$ cat config.mk
export PLATFORM = sky130hd
export DESIGN_NAME = uart_tx_cfg
export DESIGN_NICKNAME = d
export VERILOG_FILES = /design/src/rtl/uart_tx_cfg.sv
export SDC_FILE = /design/constraint.sdc
export NUM_CORES = 1
export LEC_CHECK = 0
export BUFFER_PORTS_ARGS = -buffer_cell sky130_fd_sc_hd__buf_4
export CAP_MARGIN = 10
export CORE_MARGIN = 2
export CORE_UTILIZATION = 56
export CTS_CLUSTER_DIAMETER = 30
export CTS_CLUSTER_SIZE = 14
export DETAILED_ROUTE_END_ITERATION = 8
export PLACE_DENSITY_LB_ADDON = 0.3
export SLEW_MARGIN = 30
export SYNTH_ARGS = -nofsm -noshare
export SYNTH_HDL_FRONTEND = slang
export SYNTH_SLANG_ARGS = --single-unit
$ cat constraint.sdc
create_clock -name i_clk -period 3 [get_ports i_clk]
set_clock_uncertainty 0.15 [all_clocks]
set_input_delay 0.3 -clock i_clk [delete_from_list [all_inputs] [get_ports i_clk]]
set_output_delay 0.3 -clock i_clk [all_outputs]
set_load 0.05 [all_outputs]
$ cat src/rtl/uart_tx_cfg.sv
// UART transmitter: runtime frame format (5..DBIT_MAX data bits, parity mode, 1/1.5/2 stop bits),
// valid/ready word input with per-frame config latching, and line-break generation.
module uart_tx_cfg #(
  parameter int DBIT_MAX   = 8,
  parameter int OVERSAMPLE = 16
) (
  input  logic                i_clk,
  input  logic                i_reset_n,
  input  logic                i_baud_tick,
  input  logic [DBIT_MAX-1:0] i_data,
  input  logic                i_valid,
  output logic                o_ready,
  input  logic [2:0]          i_data_num,
  input  logic [2:0]          i_par,
  input  logic [1:0]          i_stop_num,
  input  logic                i_break,
  output logic                o_tx,
  output logic                o_busy,
  output logic                o_tx_done_tick
);

  localparam int TW = $clog2(2 * OVERSAMPLE);
  localparam int BW = $clog2(DBIT_MAX + 1);

  localparam logic [3:0]    DMAX4   = 4'(DBIT_MAX);
  localparam logic [TW-1:0] LIM_1   = TW'(OVERSAMPLE - 1);
  localparam logic [TW-1:0] LIM_1P5 = TW'(3 * OVERSAMPLE / 2 - 1);
  localparam logic [TW-1:0] LIM_2   = TW'(2 * OVERSAMPLE - 1);

  typedef enum logic [2:0] {
    S_IDLE, S_START, S_DATA, S_PARITY, S_STOP, S_BREAK, S_GUARD
  } state_e;

  typedef enum logic [2:0] {
    PAR_NONE, PAR_EVEN, PAR_ODD, PAR_MARK, PAR_SPACE
  } par_e;

  typedef enum logic [1:0] {
    STOP_1, STOP_1P5, STOP_2
  } stop_e;

  function automatic logic par_bit(input par_e mode, input logic acc);
    case (mode)
      PAR_EVEN: par_bit = acc;
      PAR_ODD:  par_bit = ~acc;
      PAR_MARK: par_bit = 1'b1;
      default:  par_bit = 1'b0;
    endcase
  endfunction

  state_e              state_q, state_d;
  logic [TW-1:0]       tick_q, tick_d, tick_lim;
  logic [BW-1:0]       bit_q, bit_d, nbits_q, nbits_d, nbits_in;
  logic [DBIT_MAX-1:0] shreg_q, shreg_d;
  logic                acc_q, acc_d;
  par_e                par_q, par_d, par_in;
  stop_e               stop_q, stop_d, stop_in;
  logic                tx_q, tx_d;
  logic                done_q, done_d;
  logic [3:0]          nbits_req;
  logic                accept, bit_end, last_bit;

  // Config decode for the word presented at the input; only captured on accept.
  assign nbits_req = 4'd5 + {1'b0, i_data_num};
  assign nbits_in  = (nbits_req > DMAX4) ? BW'(DMAX4) : BW'(nbits_req);

  always_comb begin
    par_in  = PAR_NONE;
    stop_in = STOP_2;
    case (i_par)
      3'b001:  par_in = PAR_EVEN;
      3'b010:  par_in = PAR_ODD;
      3'b011:  par_in = PAR_MARK;
      3'b100:  par_in = PAR_SPACE;
      default: par_in = PAR_NONE;
    endcase
    case (i_stop_num)
      2'b00:   stop_in = STOP_1;
      2'b01:   stop_in = STOP_1P5;
      default: stop_in = STOP_2;
    endcase
  end

  // Only the stop bit has a non-default length; everything else is one bit period.
  always_comb begin
    tick_lim = LIM_1;
    if (state_q == S_STOP) begin
      case (stop_q)
        STOP_1:   tick_lim = LIM_1;
        STOP_1P5: tick_lim = LIM_1P5;
        default:  tick_lim = LIM_2;
      endcase
    end
  end

  assign o_ready  = (state_q == S_IDLE) & ~i_break;
  assign accept   = i_valid & o_ready;
  assign bit_end  = i_baud_tick && (tick_q == tick_lim);
  assign last_bit = (bit_q == nbits_q - BW'(1));

  // NOTE: sequential state uses non-blocking assignments so every register
  // samples pre-edge values regardless of process evaluation order.
  always_ff @(posedge i_clk or negedge i_reset_n) begin
    if (!i_reset_n) begin
      state_q <= S_IDLE;
      tick_q  <= '0;
      bit_q   <= '0;
      nbits_q <= '0;
      shreg_q <= '0;
      acc_q   <= 1'b0;
      par_q   <= PAR_NONE;
      stop_q  <= STOP_1;
      tx_q    <= 1'b1;
      done_q  <= 1'b0;
    end else begin
      state_q <= state_d;
      tick_q  <= tick_d;
      bit_q   <= bit_d;
      nbits_q <= nbits_d;
      shreg_q <= shreg_d;
      acc_q   <= acc_d;
      par_q   <= par_d;
      stop_q  <= stop_d;
      tx_q    <= tx_d;
      done_q  <= done_d;
    end
  end

  // Break wins over a pending word in IDLE; elsewhere i_break is ignored.
  always_comb begin
    state_d = state_q;
    case (state_q)
      S_IDLE: begin
        if (i_break)      state_d = S_BREAK;
        else if (i_valid) state_d = S_START;
      end
      S_START:  if (bit_end) state_d = S_DATA;
      S_DATA: begin
        if (bit_end && last_bit) state_d = (par_q == PAR_NONE) ? S_STOP : S_PARITY;
      end
      S_PARITY: if (bit_end) state_d = S_STOP;
      S_STOP:   if (bit_end) state_d = S_IDLE;
      S_BREAK:  if (!i_break) state_d = S_GUARD;
      S_GUARD:  if (bit_end) state_d = S_IDLE;
      default:  state_d = S_IDLE;
    endcase
  end

  // NOTE: every signal assigned in this block gets a default up front so no
  // path through the case leaves it unassigned, which would infer a latch.
  always_comb begin
    tick_d  = tick_q;
    bit_d   = bit_q;
    nbits_d = nbits_q;
    shreg_d = shreg_q;
    acc_d   = acc_q;
    par_d   = par_q;
    stop_d  = stop_q;

    case (state_q)
      S_IDLE: begin
        tick_d = '0;
        if (accept) begin
          shreg_d = i_data;
          nbits_d = nbits_in;
          par_d   = par_in;
          stop_d  = stop_in;
          bit_d   = '0;
          acc_d   = 1'b0;
        end
      end
      S_BREAK: tick_d = '0;
      default: begin
        if (i_baud_tick) tick_d = bit_end ? '0 : tick_q + TW'(1);
      end
    endcase

    if (state_q == S_DATA && bit_end) begin
      acc_d   = acc_q ^ shreg_q[0];
      shreg_d = shreg_q >> 1;
      bit_d   = bit_q + BW'(1);
    end

    // The line is driven from the next state so it moves on the same edge as the FSM.
    case (state_d)
      S_START, S_BREAK: tx_d = 1'b0;
      S_DATA:           tx_d = shreg_d[0];
      S_PARITY:         tx_d = par_bit(par_d, acc_d);
      default:          tx_d = 1'b1;
    endcase

    done_d = (state_q == S_STOP) && bit_end;
  end

  assign o_tx           = tx_q;
  assign o_tx_done_tick = done_q;
  assign o_busy         = (state_q != S_IDLE);

endmodule

==> metrics.md <==
| Metric | Value |
|---|---|
| Hold Fails Final Rpt | 0 |
| Antenna diodes | 0 |
| Mapped Avg Cell Area | 9.47 µm² |
| Vias in the first global route | 1398 |
| Io pins | 25 |
| Max Root-Sink Buffers | 2 |
| Worst min path class | in2reg |
| Critical path data arrival time | 2.63 ns |
| Cells after synthesis | 191 |
| Post-synth ARST share | 100% |
| Main area contributors after synthesis | dfrtp_1 (43%), nand2_1 (7.1%), a22oi_1 (3.7%), xnor2_1 (2.9%), xor2_1 (2.9%) |
| Post_cts resized | 0 |
| DRT Pass-1 Iters | 4 |
| Max-slew violations | 0 |
| Clock root cell | clkbuf_4 |
| Vias per Instance | 5.62 |
| HPWL after DPL | 2.73 mm |
| Pin count of the biggest net entering global routing | 33 |
| CTS tree | built |
| Core footprint | 3050 µm² |
| Combinational power share | 37.4% |
| Mapped Area | 1810 µm² |
| Synth cell types | 50 |
| Prevailing post-synth register cell | dfrtp_1 |
| Clock latency on the worst-skew pair | 0.33 ns |
| RSZ-0062 raised after global routing | false |
| Internal power | 0.979 mW |
| H-tree depth | 2 |
| DRT iter0 DRCs | 69 |
| Power Dens Cells | 767 nW/µm² |
| P_leak | 0.953 nW |
| Reg power frac | 46.9% |
| Synth warnings | 0 |
| Min Tclk post-route | 2.52 ns |
| Global-route wire length before repair | 6.04 mm |
| Die width | 60.8 µm |
| Via count | 1477 |
| Clock share of power | 15.7% |
| Starting density of the core | 59.2% |
| Number of buffers created by CTS | 5 |
| MaxCap Viol Count | 0 |
| Maximum vdd ir drop | 0.000447 V |
| Worst rel slew slack | 67.5% |
| Final setup vio count | 0 |
| Setup crit start kind | flop |
| Crit share post-route | 84.1% |
| Placement Rows | 20 |
| Sink Count | 32 |
| Routability cong. | 0.821 |
| EDFF count, synth | 0 |
| Slew @ Worst Pin | 0.483 ns |
| Fmax | 397 MHz |
| Nets | 243 |
| Post-synthesis sequential area ratio | 44.4% |
| Hold buffers post-CTS | 1 |
| Antenna violations before repair | 0 |
| CP endpoint kind | flop |
| Area Overhead vs Synth | 16.1% |
| Share of cells above drive strength 1 | 21.9% |
| WL per Instance | 13.8 µm |
| Yosys top cell by area | dfrtp_1 |
| GRT Total Usage | 22.4% |
| Status | completed |
| Die span in y | 60.8 µm |
| ANT nets after route | 0 |
| GRT overflow | 0 |
| Drt drc | 0 |
| Psw | 0.631 mW |
| Post-synth top area share | 42.9% |
| Syn Nets | 216 |
| Die ar. | 3700 µm² |
| CP required | 3.11 ns |
| Final TNS setup | 0 ns |
| Switching share of power | 39.2% |
| #FFs+latches synth | 32 |
| Hold Slack | 0.0273 ns |
| Setup Fix Bufs, Post-CTS | 0 |
| Clock-pin slew of the registers on the worst-case setup and hold paths | 0.10 ns |
| Setup Crit Path Kind | reg2reg |
| PortBufs | 24 |
| Crit path max fanout | 14 |
| Final WL | 3.62 mm |
-- stage by stage --
stage / power [mW] / cell area (µm²) / utilization [%] / setup WS (ns) / cells
floorplan: 1.21 / 1810 / - / 0.173 / 191
global placement: 1.32 / 2030 / 66.4 / 0.588 / 254
detailed placement: 1.36 / 2030 / 66.4 / 0.517 / 254
CTS: 1.62 / 2100 / 68.7 / 0.488 / 263
global route: 1.74 / 2100 / 68.7 / 0.313 / 263
finish: 1.61 / 2100 / 68.7 / 0.478 / 263
-- synthesized netlist by cell type, types with 3 or more instances --
library cell,instances
nor3_1,6
or3_1,3
xor2_1,6
dfrtp_1,31
nand2_1,34
clkbuf_1,6
o21ai_0,9
nor2_1,12
mux2i_1,3
o21ai_1,4
ha_1,4
a21oi_1,6
a22oi_1,9
inv_1,5
and2_1,3
nand3_1,5
xnor2_1,6
-- state kept, by name (all words and copies together), names as in the netlist --
signal and count:
acc_q 1, bit_q 4, nbits_q 4, o_tx 1, o_tx_done_tick 1, par_q 3, shreg_q 8, state_q 3
stop_q 2, tick_q 5
-- per-layer routing --
metal	GRT usage (%)	up-vias	part of all wire, %
met5	0	-	0
met4	10.6	0	2.0
met3	5.12	6	3.3
met2	37.0	31	49
met1	27.7	708	46
li1	-	732	-
-- final cells by class --
| type | count | area, µm² |
|---|---|---|
| Clock buffer | 6 | 51.3 |
| Sequential cell | 32 | 802 |
| Inverter | 6 | 22.5 |
| Fill cell | 254 | 955 |
| Multi-Input combinational cell | 144 | 937 |
| Timing Repair Buffer | 29 | 220 |
| Tap cell | 44 | 55.1 |
| Clock inverter | 2 | 10.0 |
-- worst max-delay path, stage by stage (launching register included) --
cell	delay [ns]
dfrtp_1	0.59
nor3b_4	0.31
mux2i_1	0.44
a211oi_4	0.13
buf_4	0.21
o21ai_0	0.32
nor4b_2	0.10
nor3_2	0.20
-- power groups by stage --
stage          clock network [mW]  registers, mW  logic, mW
5_1_grt                     0.278          0.779      0.682
4_1_cts                     0.263          0.752      0.607
3_5_place_dp                    0          0.759      0.602
3_3_place_gp                    0          0.749      0.573
6_report                    0.253          0.755      0.602
2_1_floorplan                   0          0.730      0.477
-- path summary, 6_finish.rpt --
kind | cells after the start | endpoint | slack, ns | start
max | 7 | o_tx$_DFF_PN1_ | 0.48 | state_q[2]$_DFF_PN0_
min | 3 | stop_q[1]$_DFFE_PN0P_ | 0.03 | i_stop_num[1]
max reg2reg | 7 | o_tx$_DFF_PN1_ | 0.48 | state_q[2]$_DFF_PN0_
min reg2reg | 2 | shreg_q[2]$_DFFE_PN0P_ | 0.34 | shreg_q[2]$_DFFE_PN0P_
max in group asynchronous | 2 | o_tx$_DFF_PN1_ | 2.09 | i_reset_n
min in group asynchronous | 2 | state_q[0]$_DFF_PN0_ | 0.29 | i_reset_n
-- cells in the final DEF (no fill, tap or decap), types with 3 or more instances in the layout --
cell type   n
a21oi_1     6
a22oi_1     9
and2_1      3
buf_4      28
clkbuf_4    5
dfrtp_1    31
ha_1        4
inv_1       5
mux2i_1     3
nand2_1    34
nand3_1     5
nor2_1     12
nor3_1      6
o21ai_0     9
o21ai_1     4
or3_1       3
xnor2_1     6
xor2_1      6
-- logic make-up (layout without fill, tap and decap cells) --
family	after synthesis	count (layout)	synth area share, %
mux	3	3	1.66
flops	32	32	44.4
buf+inv	15	43	3.81
compound gates	44	44	18.0
fa+ha+maj	4	4	2.77
xor+xnor	12	12	5.81
simple gates	81	81	23.6
(Power assumes the default switching activity.)
